<file path="config.mk">
export PLATFORM = sky130hd
export DESIGN_NAME = change_payout
export DESIGN_NICKNAME = d
export VERILOG_FILES = /design/src/rtl/change_payout.sv
export SDC_FILE = /design/constraint.sdc
export NUM_CORES = 1
export LEC_CHECK = 0
export CORE_MARGIN = 4
export CORE_UTILIZATION = 55
export DETAILED_ROUTE_END_ITERATION = 7
export PLACE_DENSITY = 0.88
export SLEW_MARGIN = 10
export SYNTH_ARGS = -nofsm -noshare
export SYNTH_HDL_FRONTEND = slang
export SYNTH_SLANG_ARGS = --single-unit
</file>
<file path="constraint.sdc">
create_clock -name i_clk -period 2.58 [get_ports i_clk]
set_input_delay 0.387 -clock i_clk [delete_from_list [all_inputs] [get_ports i_clk]]
set_output_delay 0.387 -clock i_clk [all_outputs]
set_load 0.02 [all_outputs]
</file>
<file path="src/rtl/change_payout.sv">
// rtl/change_payout.sv - coin hopper payout controller with greedy selection and jam detection
// Optional: define LOW_STOCK_EN to enable the registered low_stock flag.
module change_payout #(
  parameter int HOPPER_DEPTH = 15,
  parameter int ACK_TIMEOUT  = 8,
  parameter int LOW_MARK     = 2
) (
  input  logic       i_clk,
  input  logic       i_reset_n,
  input  logic       i_change_valid,
  input  logic [3:0] i_change_amt,
  output logic       o_busy,
  output logic [1:0] o_coin_out,
  output logic       o_coin_valid,
  input  logic       i_coin_ack,
  input  logic       i_refill,
  output logic       o_done,
  output logic       o_short,
  output logic [3:0] o_owed,
  output logic       o_jam,
  output logic       o_low_stock
);

  typedef enum logic [2:0] {S_IDLE, S_SELECT, S_ISSUE, S_DONE, S_JAM} state_t;

  localparam logic [3:0] LP_DEPTH    = 4'(HOPPER_DEPTH);
  localparam logic [3:0] LP_TMO_LAST = 4'(ACK_TIMEOUT - 1);

  state_t     r_state;
  state_t     w_next;
  logic [3:0] r_remaining;
  logic [3:0] r_owed;
  logic [3:0] r_tmo;
  logic [3:0] r_inv1;
  logic [3:0] r_inv2;
  logic [3:0] r_inv3;
  logic [1:0] r_coin;
  logic [1:0] w_sel;
  logic       w_refill_ok;

  // Refill only reloads the hopper while nothing is being paid out
  assign w_refill_ok = i_refill && ((r_state == S_IDLE) || (r_state == S_JAM));

  // Greedy pick: largest coin that fits the remainder and is still in stock
  always_comb begin
    w_sel = 2'd0;
    if ((r_remaining >= 4'd3) && (r_inv3 != 4'd0)) begin
      w_sel = 2'd3;
    end else if ((r_remaining >= 4'd2) && (r_inv2 != 4'd0)) begin
      w_sel = 2'd2;
    end else if ((r_remaining >= 4'd1) && (r_inv1 != 4'd0)) begin
      w_sel = 2'd1;
    end
  end

  // State register
  always_ff @(posedge i_clk or negedge i_reset_n) begin
    if (!i_reset_n) begin
      r_state <= S_IDLE;
    end else begin
      r_state <= w_next;
    end
  end

  // Next-state decode; a late ack on the final timeout cycle still counts
  always_comb begin
    w_next = r_state;
    case (r_state)
      S_IDLE:   if (i_change_valid) w_next = S_SELECT;
      S_SELECT: w_next = (w_sel == 2'd0) ? S_DONE : S_ISSUE;
      S_ISSUE: begin
        if (i_coin_ack) begin
          w_next = S_SELECT;
        end else if (r_tmo == LP_TMO_LAST) begin
          w_next = S_JAM;
        end
      end
      S_DONE:   w_next = S_IDLE;
      S_JAM:    if (i_refill) w_next = S_IDLE;
      default:  w_next = S_IDLE;
    endcase
  end

  // Payout bookkeeping: remainder, latched coin, ack timer and owed report
  always_ff @(posedge i_clk or negedge i_reset_n) begin
    if (!i_reset_n) begin
      r_remaining <= 4'd0;
      r_owed      <= 4'd0;
      r_tmo       <= 4'd0;
      r_coin      <= 2'd0;
    end else begin
      case (r_state)
        S_IDLE: begin
          if (i_change_valid) begin
            r_remaining <= i_change_amt;
            r_owed      <= 4'd0;
          end
        end
        S_SELECT: begin
          r_coin <= w_sel;
          r_tmo  <= 4'd0;
          if (w_sel == 2'd0) r_owed <= r_remaining;
        end
        S_ISSUE: begin
          if (i_coin_ack) begin
            r_remaining <= r_remaining - {2'b00, r_coin};
          end else if (r_tmo == LP_TMO_LAST) begin
            r_owed <= r_remaining;
          end else begin
            r_tmo <= r_tmo + 4'd1;
          end
        end
        default: ;
      endcase
    end
  end

  // Per-denomination inventory: decrement on ack, reload on refill
  always_ff @(posedge i_clk or negedge i_reset_n) begin
    if (!i_reset_n) begin
      r_inv1 <= LP_DEPTH;
      r_inv2 <= LP_DEPTH;
      r_inv3 <= LP_DEPTH;
    end else if (w_refill_ok) begin
      r_inv1 <= LP_DEPTH;
      r_inv2 <= LP_DEPTH;
      r_inv3 <= LP_DEPTH;
    end else if ((r_state == S_ISSUE) && i_coin_ack) begin
      case (r_coin)
        2'd1:    r_inv1 <= r_inv1 - 4'd1;
        2'd2:    r_inv2 <= r_inv2 - 4'd1;
        2'd3:    r_inv3 <= r_inv3 - 4'd1;
        default: ;
      endcase
    end
  end

  // Outputs decoded purely from registered state
  always_comb begin
    o_busy       = (r_state != S_IDLE);
    o_coin_valid = (r_state == S_ISSUE);
    o_coin_out   = (r_state == S_ISSUE) ? r_coin : 2'b00;
    o_done       = (r_state == S_DONE);
    o_short      = (r_state == S_DONE) && (r_remaining != 4'd0);
    o_jam        = (r_state == S_JAM);
    o_owed       = r_owed;
  end

`ifdef LOW_STOCK_EN
  localparam logic [3:0] LP_LOW_MARK = 4'(LOW_MARK);
  logic r_low_stock;

  // Low-stock flag follows inventory one cycle later
  always_ff @(posedge i_clk or negedge i_reset_n) begin
    if (!i_reset_n) begin
      r_low_stock <= 1'b0;
    end else begin
      r_low_stock <= (r_inv1 <= LP_LOW_MARK) || (r_inv2 <= LP_LOW_MARK) ||
                     (r_inv3 <= LP_LOW_MARK);
    end
  end

  assign o_low_stock = r_low_stock;
`else
  assign o_low_stock = 1'b0 & (LOW_MARK != 0);
`endif

endmodule
</file>
==> parameters.txt <==
Parameter                              Value

Route
  # DRC    0
  Routed via count    1368
  Remaining number of nets flagged by the antenna check after routing    0
  Total routed wirelength    3.44 mm
  DR pass1 iterations    4
  Routed via count divided by cell count    5.61
  Routed wire per std cell    14.1 um
  DRC marker count from the first detailed-route iteration    74

Clocking
  Number of clock buffers inserted by TritonCTS    5
  # H-tree levels    2
  Worst-skew pair later-pin latency    320 ps
  Clock tree from TritonCTS    built
  Clock tree buffer depth    2
  Sinks on Clock Net    29
  CTS root buf    sky130_fd_sc_hd__clkbuf_4
  CTS Hold Buffers Added    0
  Post-CTS clock slew at the launch and capture registers of the worst setup and hold paths    100 ps

Timing
  Max Freq    405 MHz
  Unrepaired setup endpoints after global routing    no
  Final Hold Vio Count    0
  Fin Clk Skew    14.7 ps
  Final number of setup-violating endpoints    0
  Final period utilization    0.957
  Total count of max-transition violations in the final report    0
  Shortest period the worst path allows    2470 ps
  Summed negative setup slack over all endpoints    0 ps

Power and ir drop
  Internal Dissipation    0.00120 W
  Fraction of power consumed by the clock network    0.124
  Switching Share    0.421
  Relative contribution of sequential cells to total power    0.384
  Worst voltage drop across the vdd grid    0.567 mV
  Total chip power    0.00208 W
  Static Leakage    0.916 nW
  Power per unit of standard cell area    1040 mW/mm^2
  Switching power total    0.000874 W
  Comb pwr share    0.492

GRT
  Wire length of the first global-routing pass    6.07 mm
  GR Util All Layers    0.187
  Number of antenna violations at the first check in global routing    0
  Maximum number of pins on one net before global-route repair    30
  Vias in the first global route    1414
  Global route overflow    0

Worst setup path
  Arrival time reported for the critical path endpoint    2080 ps
  Worst r2r src    r_inv2[0]
  Required arrival time at the worst endpoint    2190 ps
  Critical Path Start Type    flip-flop
  Critical register-to-register path endpoint    o_owed[0]
  Nature of the critical path endpoint    output port
  Category of the critical setup timing path    reg -> out
  Setup slack on the worst flop-to-flop path    610 ps
  Worst Path Max Fanout    10
  Reg2Reg Depth    6

Placement
  HPWL after detailed placement    2.65 mm
  # placed instances    236
  Gpl congestion    0.821
  Port-buffer cells    19

Yosys
  Synth warn    0
  Average size of a mapped cell    9.82 um^2
  Number of enable-type register cells in the synthesized netlist    0
  Synthesis-stage register bit count    29
  Post-synthesis async set-or-reset flop share    1.00
  Syn_nets    194
  Portion of the post-synthesis area used by sequential elements    0.424
  Cell area after synthesis    0.00175 mm^2
  Number of different library cells in the post-synthesis netlist    49
  Synthesized netlist cell count    178
  Most used DFF post-synth    sky130_fd_sc_hd__dfrtp_1

Layout
  # fillers    261
  Nets    215
  Fraction of layout instances using a drive strength above 1    0.200
  Area Growth Syn to Fin    14.7%
  Antenna fix cells    0
  Utilization after layout    0.657
  Footprint of the multi-input gates    883 um^2
  Final standard cell count with taps included and fillers excluded    244
  Sequential standard cell area    744 um^2

Floorplanning
  Starting density of the core    0.573
  Area of the die    0.00414 mm^2
  I/O pin count    21
  Core footprint    0.00305 mm^2
  Number of cell rows    20
  Die extent in y    64.4 um
  DIE WIDTH    64.4 um

Min path
  Type of the most critical hold path    in -> async

Status
  Result of the run    finished clean

Flow run
  MaxCap Viol Count    0
## worst max-delay path by stage
stage                     from             to  slack [ps]  depth (start not counted)
floorplan           r_state[2]  o_coin_out[0]         690                          5
global placement    i_coin_ack      r_inv2[3]         400                          5
detailed placement  i_coin_ack      r_inv2[3]         290                          5
CTS                 r_state[2]  o_coin_out[0]           7                          4
global route        r_state[2]  o_coin_out[0]          30                          4
finish              r_state[2]  o_coin_out[0]         110                          4
## state kept, by name, summed over array words and instances, names as in the netlist
name / flops
o_owed: 4
r_coin: 2
r_inv1: 4
r_inv2: 4
r_inv3: 4
r_remaining: 4
r_state: 3
r_tmo: 4
## power by group through the flow
stage | clock network, W | logic (W) | registers (W)
3_3_place_gp | 0 | 0.000967 | 0.000789
2_1_floorplan | 0 | 0.000776 | 0.000766
6_report | 0.000257 | 0.00102 | 0.000798
3_5_place_dp | 0 | 0.00102 | 0.000802
5_1_grt | 0.000288 | 0.00114 | 0.000829
4_1_cts | 0.000265 | 0.00103 | 0.000797
## what timing repair did
item	4_1_cts	5_1_grt
setup endpoints to repair	1	2
gates resized for setup	1	4
pin swaps	0	0
buffers inserted	0	0
endpoints found under the hold margin	0	0
## cell usage in the layout (no fill, tap or decap), types with 3 or more instances in the layout
cell type and n:
sky130_fd_sc_hd__a211oi_1 4, sky130_fd_sc_hd__a21oi_1 11, sky130_fd_sc_hd__buf_4 3, sky130_fd_sc_hd__clkbuf_4 5, sky130_fd_sc_hd__clkdlybuf4s50_1 18, sky130_fd_sc_hd__dfrtp_1 14
sky130_fd_sc_hd__dfrtp_2 3, sky130_fd_sc_hd__dfstp_2 12, sky130_fd_sc_hd__ha_1 6, sky130_fd_sc_hd__inv_1 14, sky130_fd_sc_hd__mux2i_1 6, sky130_fd_sc_hd__nand2_1 20
sky130_fd_sc_hd__nand3_1 5, sky130_fd_sc_hd__nor2_1 13, sky130_fd_sc_hd__nor3_1 4, sky130_fd_sc_hd__nor3b_1 4, sky130_fd_sc_hd__o211ai_1 3, sky130_fd_sc_hd__o21ai_0 4
sky130_fd_sc_hd__xnor2_1 3, sky130_fd_sc_hd__xor2_1 5
## layer usage
| layer | GRT usage | vias up | routed length [um] |
|---|---|---|---|
| met5 | 0 | - | 0 |
| met3 | 0.0439 | 9 | 154 |
| met1 | 0.215 | 663 | 1450 |
| met2 | 0.334 | 39 | 1780 |
| met4 | 0.0686 | 0 | 58 |
| li1 | - | 657 | - |
## per-stage QoR
step / hold slack, ps / instance area [um^2] / worst slack, ps
floorplan: 91.4 / 1750 / 688
global placement: 498 / 1950 / 395
detailed placement: 502 / 1950 / 291
CTS: 452 / 2000 / 6.81
global route: 459 / 2010 / 29.2
finish: 440 / 2010 / 112
## critical path: stages (launching register included)
cell and delay [ps]:
sky130_fd_sc_hd__dfrtp_2 480, sky130_fd_sc_hd__or3b_1 420, sky130_fd_sc_hd__inv_2 130, sky130_fd_sc_hd__and2_1 130
sky130_fd_sc_hd__clkdlybuf4s50_1 590
## cells by family (layout without fill, tap and decap cells)
kind of cell             count (synthesis)  after routing  share of synthesized area
adder cells (fa/ha/maj)                  7              7                     0.0544
other                                    1              1                    0.00215
buffers and inverters                   23             45                     0.0709
AO/OA/AOI/OAI                           35             35                      0.147
multiplexers                             8              8                     0.0515
AND/OR/NAND/NOR                         67             67                      0.210
XOR/XNOR                                 8              8                     0.0401
flip-flops                              29             29                      0.424
## synthesized netlist by cell type, drive strengths merged, types with 5 or more instances
| master | n | area (um^2) |
|---|---|---|
| dfrtp | 17 | 425 |
| a21oi | 12 | 63.8 |
| xor2 | 5 | 43.8 |
| mux2i | 6 | 60.1 |
| inv | 15 | 56.3 |
| o21ai | 5 | 28.8 |
| nor2 | 13 | 48.8 |
| nand2 | 20 | 75.1 |
| buf | 8 | 67.6 |
| ha | 6 | 75.1 |
| dfstp | 12 | 315 |
| nand3 | 5 | 25.0 |
## area by class of cell
| type | instances | area share |
|---|---|---|
| multi-input combinational | 126 | 0.440 |
| sequential | 29 | 0.371 |
| clock buffer | 6 | 0.0206 |
| timing repair buffer | 22 | 0.107 |
| tap | 44 | 0.0274 |
| inverter | 15 | 0.0281 |
| clock inverter | 2 | 0.00499 |
Note: power is estimated with default switching activity, not from simulation.
